## src/rtl/alu_result_demux_if.sv

```systemverilog
// Handshake bundle for alu_result_demux: one tagged upstream stream in, NCHAN
// independent valid/ready channels out, plus the busy indication.
interface alu_result_demux_if #(
    parameter int WIDTH = 32,
    parameter int NCHAN = 8,
    parameter int SEL_W = 3
);
    logic                     in_valid;
    logic                     in_ready;
    logic [SEL_W-1:0]         in_sel;
    logic [WIDTH-1:0]         in_data;
    logic [NCHAN-1:0]         out_valid;
    logic [NCHAN-1:0]         out_ready;
    logic [NCHAN*WIDTH-1:0]   out_data;
    logic                     busy;

    modport master (
        output in_valid, in_sel, in_data, out_ready,
        input  in_ready, out_valid, out_data, busy
    );

    modport slave (
        input  in_valid, in_sel, in_data, out_ready,
        output in_ready, out_valid, out_data, busy
    );
endinterface

```

## src/rtl/alu_result_demux.sv

```systemverilog
// 1-to-NCHAN result distributor: 2-entry in-order FIFO feeding one holding register per channel.
// Optional DEMUX_COUNT_EN adds a saturating 16-bit channel-handshake counter (xfer_count).
//
// state    | meaning
// ST_EMPTY | FIFO holds no words
// ST_ONE   | FIFO holds one word (head only)
// ST_FULL  | FIFO holds two words, upstream is stalled
module alu_result_demux #(
    parameter int WIDTH = 32,
    parameter int NCHAN = 8,
    parameter int SEL_W = 3
) (
    input  logic               clk,
    input  logic               rst_n,
    alu_result_demux_if.slave  bus
`ifdef DEMUX_COUNT_EN
    ,
    output logic [15:0]        xfer_count
`endif
);

    typedef enum logic [1:0] {
        ST_EMPTY = 2'd0,
        ST_ONE   = 2'd1,
        ST_FULL  = 2'd2
    } state_t;

    state_t             r_state;
    logic               r_up;
    logic               r_wr_ptr;
    logic               r_rd_ptr;
    logic [SEL_W-1:0]   r_fifo_sel  [2];
    logic [WIDTH-1:0]   r_fifo_data [2];
    logic [NCHAN-1:0]   r_out_valid;
    logic [WIDTH-1:0]   r_out_data  [NCHAN];

    logic               w_in_ready;
    logic               w_push;
    logic               w_pop;
    logic               w_head_free;
    logic [SEL_W-1:0]   w_head_sel;
    logic [WIDTH-1:0]   w_head_data;
    logic [NCHAN-1:0]   w_disp_vec;
    logic [NCHAN-1:0]   w_hs_vec;
    logic [NCHAN*WIDTH-1:0] w_out_data;

    // r_up keeps in_ready low until the first edge after reset release.
    assign w_in_ready  = r_up && (r_state != ST_FULL);
    assign w_push      = bus.in_valid && w_in_ready;
    assign w_head_sel  = r_fifo_sel[r_rd_ptr];
    assign w_head_data = r_fifo_data[r_rd_ptr];
    assign w_head_free = !r_out_valid[w_head_sel] || bus.out_ready[w_head_sel];
    assign w_pop       = (r_state != ST_EMPTY) && w_head_free;
    assign w_disp_vec  = w_pop ? (NCHAN'(1) << w_head_sel) : '0;
    assign w_hs_vec    = r_out_valid & bus.out_ready;

    always_ff @(posedge clk or negedge rst_n) begin
        if (!rst_n) begin
            r_state        <= ST_EMPTY;
            r_up           <= 1'b0;
            r_wr_ptr       <= 1'b0;
            r_rd_ptr       <= 1'b0;
            r_fifo_sel[0]  <= '0;
            r_fifo_sel[1]  <= '0;
            r_fifo_data[0] <= '0;
            r_fifo_data[1] <= '0;
        end else begin
            r_up <= 1'b1;
            if (w_push) begin
                r_fifo_sel[r_wr_ptr]  <= bus.in_sel;
                r_fifo_data[r_wr_ptr] <= bus.in_data;
                r_wr_ptr              <= ~r_wr_ptr;
            end
            if (w_pop) begin
                r_rd_ptr <= ~r_rd_ptr;
            end
            case (r_state)
                ST_EMPTY: begin
                    if (w_push) r_state <= ST_ONE;
                end
                ST_ONE: begin
                    if (w_push && !w_pop)      r_state <= ST_FULL;
                    else if (!w_push && w_pop) r_state <= ST_EMPTY;
                end
                ST_FULL: begin
                    if (w_pop) r_state <= ST_ONE;
                end
                default: r_state <= ST_EMPTY;
            endcase
        end
    end

    // A dispatch wins over a same-edge handshake so back-to-back words keep valid high.
    always_ff @(posedge clk or negedge rst_n) begin
        if (!rst_n) begin
            r_out_valid <= '0;
            for (int i = 0; i < NCHAN; i++) begin
                r_out_data[i] <= '0;
            end
        end else begin
            for (int i = 0; i < NCHAN; i++) begin
                if (w_disp_vec[i]) begin
                    r_out_valid[i] <= 1'b1;
                    r_out_data[i]  <= w_head_data;
                end else if (w_hs_vec[i]) begin
                    r_out_valid[i] <= 1'b0;
                end
            end
        end
    end

    always_comb begin
        w_out_data = '0;
        for (int i = 0; i < NCHAN; i++) begin
            w_out_data[i*WIDTH +: WIDTH] = r_out_data[i];
        end
    end

    assign bus.in_ready  = w_in_ready;
    assign bus.out_valid = r_out_valid;
    assign bus.out_data  = w_out_data;
    assign bus.busy      = (r_state != ST_EMPTY) || (|r_out_valid);

    always @(posedge clk) begin
        if (rst_n) begin
            assert (r_state inside {ST_EMPTY, ST_ONE, ST_FULL});
            assert (!(w_push && r_state == ST_FULL));
            assert (!(w_pop && r_state == ST_EMPTY));
        end
    end

`ifdef DEMUX_COUNT_EN
    localparam int CW = $clog2(NCHAN + 1);

    logic [15:0]   r_xfer_count;
    logic [CW-1:0] w_hs_num;
    logic [16:0]   w_cnt_sum;

    always_comb begin
        w_hs_num = '0;
        for (int i = 0; i < NCHAN; i++) begin
            w_hs_num = w_hs_num + CW'(w_hs_vec[i]);
        end
    end

    assign w_cnt_sum = {1'b0, r_xfer_count} + 17'(w_hs_num);

    always_ff @(posedge clk or negedge rst_n) begin
        if (!rst_n) begin
            r_xfer_count <= '0;
        end else if (w_cnt_sum[16]) begin
            r_xfer_count <= 16'hFFFF;
        end else begin
            r_xfer_count <= w_cnt_sum[15:0];
        end
    end

    assign xfer_count = r_xfer_count;
`endif

endmodule
```

## src/flat_wrapper.sv

```systemverilog
// flat-port wrapper written by rule: the top's interface ports become plain ports
module alu_result_demux_flat 
#(
    parameter int WIDTH = 32,
    parameter int NCHAN = 8,
    parameter int SEL_W = 3
)
  (clk, rst_n, bus_in_valid, bus_in_sel, bus_in_data, bus_out_ready, bus_in_ready, bus_out_valid, bus_out_data, bus_busy);
  alu_result_demux_if #(.WIDTH(WIDTH), .NCHAN(NCHAN), .SEL_W(SEL_W)) bus_i ();
  input  logic clk;
  input  logic rst_n;
  input wire logic [$bits(bus_i.in_valid)-1:0] bus_in_valid;
  input wire logic [$bits(bus_i.in_sel)-1:0] bus_in_sel;
  input wire logic [$bits(bus_i.in_data)-1:0] bus_in_data;
  input wire logic [$bits(bus_i.out_ready)-1:0] bus_out_ready;
  output wire logic [$bits(bus_i.in_ready)-1:0] bus_in_ready;
  output wire logic [$bits(bus_i.out_valid)-1:0] bus_out_valid;
  output wire logic [$bits(bus_i.out_data)-1:0] bus_out_data;
  output wire logic [$bits(bus_i.busy)-1:0] bus_busy;
  assign bus_i.in_valid = bus_in_valid;
  assign bus_i.in_sel = bus_in_sel;
  assign bus_i.in_data = bus_in_data;
  assign bus_i.out_ready = bus_out_ready;
  assign bus_in_ready = bus_i.in_ready;
  assign bus_out_valid = bus_i.out_valid;
  assign bus_out_data = bus_i.out_data;
  assign bus_busy = bus_i.busy;
  alu_result_demux #(.WIDTH(WIDTH), .NCHAN(NCHAN), .SEL_W(SEL_W)) u_core (.clk(clk), .rst_n(rst_n), .bus(bus_i));
endmodule
```

## config.mk

```make
export PLATFORM = sky130hd
export DESIGN_NAME = alu_result_demux_flat
export DESIGN_NICKNAME = d
export VERILOG_FILES = /design/src/rtl/alu_result_demux_if.sv /design/src/rtl/alu_result_demux.sv /design/src/flat_wrapper.sv
export SDC_FILE = /design/constraint.sdc
export NUM_CORES = 1
export LEC_CHECK = 0
export ABC_CLOCK_PERIOD_IN_PS = 2850
export CAP_MARGIN = 10
export CORE_ASPECT_RATIO = 1.4
export CORE_MARGIN = 1
export CORE_UTILIZATION = 46
export DETAILED_ROUTE_END_ITERATION = 16
export GPL_ROUTABILITY_DRIVEN = 0
export PLACE_DENSITY = 0.87
export SLEW_MARGIN = 10
export SYNTH_ARGS = -nofsm -noshare
export SYNTH_HDL_FRONTEND = slang
export SYNTH_SLANG_ARGS = --single-unit
export TNS_END_PERCENT = 1
```

## constraint.sdc

```tcl
create_clock -name clk -period 2.85 [get_ports clk]
set_clock_uncertainty 0.15 [all_clocks]
set_input_delay 0.57 -clock clk [delete_from_list [all_inputs] [get_ports clk]]
set_output_delay 0.57 -clock clk [all_outputs]
set_load 0.005 [all_outputs]
```

=== Word-level counts from Yosys, hierarchy flattened ===
Cells that the tools add are included.

* Shift-type cells: 1
* Div/mod/pow operators: 0
* Reductions and logical operators: 23
* Bitwise logic cells: 5
* Muxes and demuxes: 38
* Multiply operators: 0
* $lt $le $gt $ge: 4
* $add $sub $neg: 0
* Equal/unequal tests: 6

{| class="wikitable"
|+ Operator list
! cell !! number
|-
| $mux W32 || 4
|-
| $bwmux W64 || 1
|-
| $demux W32 S1 || 1
|-
| $mux W1 || 18
|-
| $reduce_bool A2 Y1 || 9
|-
| $mux W3 || 4
|-
| $and A8 B8 Y8 || 1
|-
| $mux W2 || 4
|-
| $mux W8 || 1
|-
| $reduce_or A8 Y1 || 1
|-
| $shl A1 B3 Y8 const A || 1
|-
| $bmux W1 S3 || 2
|-
| $bwmux W6 || 1
|-
| $logic_and A1 B1 Y1 || 6
|-
| $pmux W2 S3 || 1
|-
| $ge A2 B2 Y1 const B || 2
|-
| $lt A3 B4 Y1 const B || 1
|-
| $ne A2 B1 Y1 const B || 2
|-
| $not A1 Y2 || 2
|-
| $demux W3 S1 || 1
|-
| $logic_not A1 Y1 || 3
|-
| $ne A3 B1 Y1 const B || 1
|-
| $reduce_and A3 Y1 || 1
|-
| $eq A2 B1 Y1 const B || 1
|-
| 6 further kinds || 8
|}

* Latch bits: 0
* Logic and storage cells: 101
* Register bits after elaboration: 339
* Memories: 0
* Bits in writable memories: 0
* Output and inout bits: 266
* ROM bits: 0
* Input bits: 46

=== Longest topological paths before layout ===
* Depth after elaboration: 13
* Mapped depth: 9

=== Worst setup path after synthesis ===
OpenSTA, ideal clock, no wires.

* Kind: register -> register
* Start point: reg u_core.r_fifo_sel[0] in the netlist's numbering
* End point: reg u_core.r_out_data (netlist bit u_core.bus.out_data[10])
* Data required time: 2,575 ps
* Path buffers: 3
* Clock period less this slack: 2,630 ps
* Stages on the path, launching flop included: 9
* Slack: 220 ps
* Setup time: 125 ps
* Arrival time: 2,355 ps
* Path through: dfrtp_1 > clkbuf_8 > mux2i_1 > mux4_1 > a32oi_2 > and2_1 > buf_2 > buf_4 > mux2_2

* Word-level cells in the longest chain between the ends: 9

{| class="wikitable"
|+ RTL lines
! item !! line !! RTL
|-
| start, declared || alu_result_demux.sv:32 || <nowiki>logic [SEL_W-1:0] r_fifo_sel [2];</nowiki>
|-
| start signal, assigned by index || alu_result_demux.sv:70 || <nowiki>r_fifo_sel[r_wr_ptr] <= bus.in_sel;</nowiki>
|-
| $mux W3 (implied by the code) * (3 in a row) || alu_result_demux.sv:50 || <nowiki>assign w_head_sel = r_fifo_sel[r_rd_ptr];</nowiki>
|-
| $bmux W1 S3 || alu_result_demux.sv:52 || <nowiki>assign w_head_free = !r_out_valid[w_head_sel] || bus.out_ready[w_head_sel];</nowiki>
|-
| $mux W1 (implied by the code) || alu_result_demux.sv:52 ||
|-
| $logic_not A1 Y1 || alu_result_demux.sv:52 ||
|-
| $logic_or A1 B1 Y1 || alu_result_demux.sv:52 ||
|-
| $logic_and A1 B1 Y1 || alu_result_demux.sv:53 || <nowiki>assign w_pop = (r_state != ST_EMPTY) && w_head_free;</nowiki>
|-
| $mux W8 * || alu_result_demux.sv:54 || <nowiki>assign w_disp_vec = w_pop ? (NCHAN'(1) << w_head_sel) : '0;</nowiki>
|-
| end signal, assigned by index || alu_result_demux.sv:104 || <nowiki>r_out_data[i] <= w_head_data;</nowiki>
|-
| end, declared || alu_result_demux.sv:35 || <nowiki>logic [WIDTH-1:0] r_out_data [NCHAN];</nowiki>
|}

Mark *: on every way between the ends. The rest lies on a longest branch, timed or not. The select of a mux whose other input is x is not followed.
A chain may end at the register's enable or synchronous reset.

=== Worst setup path in the final report ===
* Start point: reg u_core.r_rd_ptr
* End point: reg u_core.r_out_data (netlist bit u_core.bus.out_data[3])

* Word-level cells in the longest chain between the ends: 10

{| class="wikitable"
|+ RTL lines
! item !! line !! RTL
|-
| start, declared || alu_result_demux.sv:31 || <nowiki>logic r_rd_ptr;</nowiki>
|-
| start signal, assigned || alu_result_demux.sv:75 || <nowiki>r_rd_ptr <= ~r_rd_ptr;</nowiki>
|-
| $not A1 Y2 (implied by the code) * || alu_result_demux.sv:50, alu_result_demux.sv:51 ||
|-
| $mux W3 (implied by the code) (3 in a row) || alu_result_demux.sv:50 ||
|-
| $bmux W1 S3 || alu_result_demux.sv:52 ||
|-
| $mux W1 (implied by the code) || alu_result_demux.sv:52 ||
|-
| $logic_not A1 Y1 || alu_result_demux.sv:52 ||
|-
| $logic_or A1 B1 Y1 || alu_result_demux.sv:52 ||
|-
| $logic_and A1 B1 Y1 || alu_result_demux.sv:53 ||
|-
| $mux W8 || alu_result_demux.sv:54 ||
|}

Marks and branches as above.

==> impl_table.tex <==
\begin{tabular}{lr}
\hline
Metric & Value \\
\hline
\multicolumn{2}{l}{\textbf{STA}} \\
Final critical-path setup slack & between 0.08 and 0.09 ns \\
Relative slew slack & 59.81\% \\
Transition at the pin with the smallest max-transition slack & roughly 0.60 ns \\
RSZ-0062 raised after global routing & false \\
Final hold violation count & 0 \\
Setup violations, final & 0 \\
Final worst path period share & 96.84\% \\
Minimum clock period & 2.760 ns \\
Worst hold slack & 0.3473 ns \\
Final Max Tran Viols & 0 \\
Max Freq & 362.3 MHz \\
\multicolumn{2}{l}{\textbf{Drt}} \\
Post-detailed-route via-to-cell ratio & between 5 and 6 \\
Via count of the routed design & $\sim$8500 \\
Total detailed-routing wirelength & 37.16 mm \\
DRC violations left & 0 \\
Iter 0 DRT Violations & 253 \\
Routed length per instance & 23.07 µm \\
Remaining antenna violation count after routing & 0 \\
First-pass iteration count of the detailed router & 4 \\
\multicolumn{2}{l}{\textbf{Synth}} \\
Share of Yosys cell area claimed by the top area cell type & 58.94\% \\
Syn. warnings & 0 \\
Total of flip-flops plus latches after synthesis & 339 \\
Fraction of the mapped netlist area in simple logic gates & 2.182\% \\
Syn Std Cell Area & 14390 µm² \\
Share of the yosys chip area belonging to registers & 58.94\% \\
Async set-reset flop share out of synthesis & 100.0\% \\
Adder-Cell Fraction of Synth Area & 0\% \\
Syn avg cell area & between 15 and 20 µm² \\
Post-synthesis compound-gate area fraction & 1.382\% \\
Number of nets produced by synthesis & 874 \\
Number of instances in the synthesized netlist & 828 \\
Cell types occupying the most area after synthesis & sky130\_fd\_sc\_hd\_\_dfrtp\_1, sky130\_fd\_sc\_hd\_\_mux2\_4, sky130\_fd\_sc\_hd\_\_mux2\_2 \\
Library cells used by synthesis & 41 \\
Dominant synthesized flop cell & sky130\_fd\_sc\_hd\_\_dfrtp\_1 \\
Combinational family with the most area after synthesis & multiplexers \\
Xor and xnor area share after synthesis & 0.06085\% \\
Post-synth EDFFs & 0 \\
Mux share of post-synthesis cell area & between 30\% and 40\% \\
Dominant cell type by area after synthesis & sky130\_fd\_sc\_hd\_\_dfrtp\_1 \\
\multicolumn{2}{l}{\textbf{Cells and area}} \\
Fill count & approximately 2200 \\
Commonest non-fill, non-tap cell in the layout & sky130\_fd\_sc\_hd\_\_dfrtp\_1 \\
Post-synthesis to final-layout area growth & 35.01\% \\
Count of placed standard cells in the final layout, fillers left out & about 1600 \\
Count of nets after finishing & 1235 \\
Layout cells sized above 1 & 40.63\% \\
Highest-count cells in the layout ignoring fill and taps & sky130\_fd\_sc\_hd\_\_dfrtp\_1, sky130\_fd\_sc\_hd\_\_clkdlybuf4s50\_1, sky130\_fd\_sc\_hd\_\_mux2\_2 \\
Post-layout utilization of the core & 63.07\% \\
\multicolumn{2}{l}{\textbf{Status}} \\
Outcome & finished, final reports clean \\
\multicolumn{2}{l}{\textbf{Die}} \\
Core footprint & slightly above 30000 µm² \\
Die width & around 150 µm \\
Number of ports placed on the die boundary & roughly 310 \\
Chip height & 211.3 µm \\
Number of rows in the core area & 76 \\
Die area & 32010 µm² \\
Effective utilization at floorplan & 46.72\% \\
\multicolumn{2}{l}{\textbf{Clock tree}} \\
Clock buffer count from CTS & 36 \\
Register clock-pin slew on the reported worst setup and hold paths & about 0.06 ns \\
H-Tree Depth & 2 \\
TritonCTS sink count & about 340 \\
TritonCTS clock tree & done \\
Clock tree root buffer cell & sky130\_fd\_sc\_hd\_\_clkbuf\_16 \\
Clock insertion delay at the later pin of the skew report & 0.53 ns \\
Number of buffers on the longest clock path & 3 \\
\multicolumn{2}{l}{\textbf{Placement}} \\
Sum of net half-perimeters after detailed placement & around 25 mm \\
Cell Count Post-Placement & 1540 \\
Pre-CTS WS & -0.2083 ns \\
Buffers added on ports & 311 \\
\multicolumn{2}{l}{\textbf{Hold path}} \\
Path type of the worst min-delay path & reg -> reg \\
Startpoint of the most critical hold path & u\_core.r\_fifo\_data[11] \\
\multicolumn{2}{l}{\textbf{GRT}} \\
Number of global-route vias before repair & slightly above 9000 \\
Pin count of the biggest net entering global routing & roughly 80 \\
Global Route Usage Sum & 23.56\% \\
Final global-route overflow total & 0 \\
Global-route wire length before repair & 56.44 mm \\
Number of antenna violations at the first check in global routing & 5 \\
\multicolumn{2}{l}{\textbf{Critical path}} \\
Critical path fanouts, max & 27 \\
Crit path launch type & flop \\
Class of the most critical setup path & reg -> reg \\
Worst reg2reg startpoint & u\_core.r\_rd\_ptr \\
Cell type of the slowest stage on the worst timing path & sky130\_fd\_sc\_hd\_\_mux4\_1 \\
Data required time of the critical path & 3.10 ns \\
Arrival @ worst endpoint & 3.01 ns \\
Reg2Reg Setup Slack & 0.09 ns \\
Crit. End Element & flop \\
Critical path origin & u\_core.r\_rd\_ptr \\
Highest cell delay on the worst timing path & 0.65 ns \\
Crit path cell chain & mux2i\_2 -> mux4\_1 -> a32oi\_4 -> and2\_2 -> buf\_12 -> mux2\_2 \\
\multicolumn{2}{l}{\textbf{Power}} \\
Cell Pwr Density & around 1200 nW/µm² \\
Cell leakage power & 8.999 nW \\
Peak VDD IR & between 700 and 800 µV \\
Total power draw & $\sim$24 mW \\
\multicolumn{2}{l}{\textbf{Run}} \\
Count of maximum capacitance violations & 0 \\
\hline
\end{tabular}
metal layers:
metal  vias to the layer above  track usage (%)  share of wire, %
met5                         -                0             0.035
met4                         2            10.48               4.0
met3                        79            4.677               5.5
met2                       290            39.91                51
met1                      4419            28.87                39
li1                       3666                -                 -
path summary, 6_finish.rpt:
| kind | endpoint | cells past startpoint |
|---|---|---|
| max | u_core.bus.out_data[3] | 6 |
| min | u_core.r_fifo_data[11] | 1 |
| max reg2reg | u_core.bus.out_data[3] | 6 |
| min reg2reg | u_core.r_fifo_data[11] | 1 |
| max in group asynchronous | u_core.bus.out_data[147] | 3 |
| min in group asynchronous | u_core.bus.out_data[135] | 2 |
synthesized netlist by cell type (2+ instances only):
master,count
sky130_fd_sc_hd__a21o_1,3
sky130_fd_sc_hd__a21oi_1,5
sky130_fd_sc_hd__a31oi_1,2
sky130_fd_sc_hd__a32o_1,2
sky130_fd_sc_hd__a32oi_1,2
sky130_fd_sc_hd__and2_1,3
sky130_fd_sc_hd__buf_12,19
sky130_fd_sc_hd__buf_2,2
sky130_fd_sc_hd__buf_4,6
sky130_fd_sc_hd__buf_6,2
sky130_fd_sc_hd__clkbuf_1,7
sky130_fd_sc_hd__clkbuf_8,6
sky130_fd_sc_hd__dfrtp_1,339
sky130_fd_sc_hd__inv_1,11
sky130_fd_sc_hd__mux2_2,187
sky130_fd_sc_hd__mux2_4,174
sky130_fd_sc_hd__nand2_1,5
sky130_fd_sc_hd__nand2_8,6
sky130_fd_sc_hd__nand3_1,2
sky130_fd_sc_hd__nand3b_1,2
sky130_fd_sc_hd__nor2_1,12
sky130_fd_sc_hd__nor2b_1,2
sky130_fd_sc_hd__nor4_1,2
sky130_fd_sc_hd__o21ai_0,9
sky130_fd_sc_hd__or2_2,2
cells by family (layout without fill, tap and decap cells):
kind of cell,Yosys count,count (layout)
flops,339,339
mux,364,364
buf+inv,53,441
compound gates,28,28
simple gates,42,42
other cells,1,6
xor+xnor,1,1
metrics by stage:
stage / TNS, ns / instance area, µm²
2_1_floorplan: 0 / 14390
5_1_grt: 0 / 19430
3_3_place_gp: -27.44 / 18140
3_5_place_dp: -37.97 / 18140
6_report: 0 / 19430
4_1_cts: 0 / 19400
layout make-up:
class / instances / area [µm²] / share of cell area, %
inverters: 11 / 41.29 / 0.2125
repair buffers: 365 / 3826 / 19.69
diodes: 5 / 12.51 / 0.06439
clock inverters: 19 / 256.5 / 1.320
multi-input cells: 436 / 5325 / 27.40
flip-flops and latches: 339 / 8484 / 43.66
well taps: 390 / 488.0 / 2.511
clock buffers: 46 / 998.5 / 5.138
flip-flops by register name (all words and copies together), names as in the netlist:
| signal | count |
|---|---|
| u_core.r_rd_ptr | 1 |
| u_core.r_state | 2 |
| u_core.r_fifo_sel | 6 |
| u_core.r_up | 1 |
| u_core.bus.out_data | 256 |
| u_core.bus.out_valid | 8 |
| u_core.r_fifo_data | 64 |
| u_core.r_wr_ptr | 1 |
critical path: cells and delay by family, from the launching register on:
kind	cells	cell delay [ns]
compound gates	1	0.26
buf+inv	1	0.24
flops	1	0.40
mux	3	1.33
simple gates	1	0.24
timing repair:
action,in CTS,in global routing
setup buffers,0,0
setup endpoints to repair,0,204
endpoints found under the hold margin,51,0
hold buffers,1,0
resized for setup,0,2
where the power goes:
group / switching, mW / total [mW] / internal [mW]
combinational: 3.71 / 10.3 / 6.64
sequential: 1.39 / 8.39 / 7.00
clock: 1.99 / 4.96 / 2.96
Power figures use the tool's default switching activity.
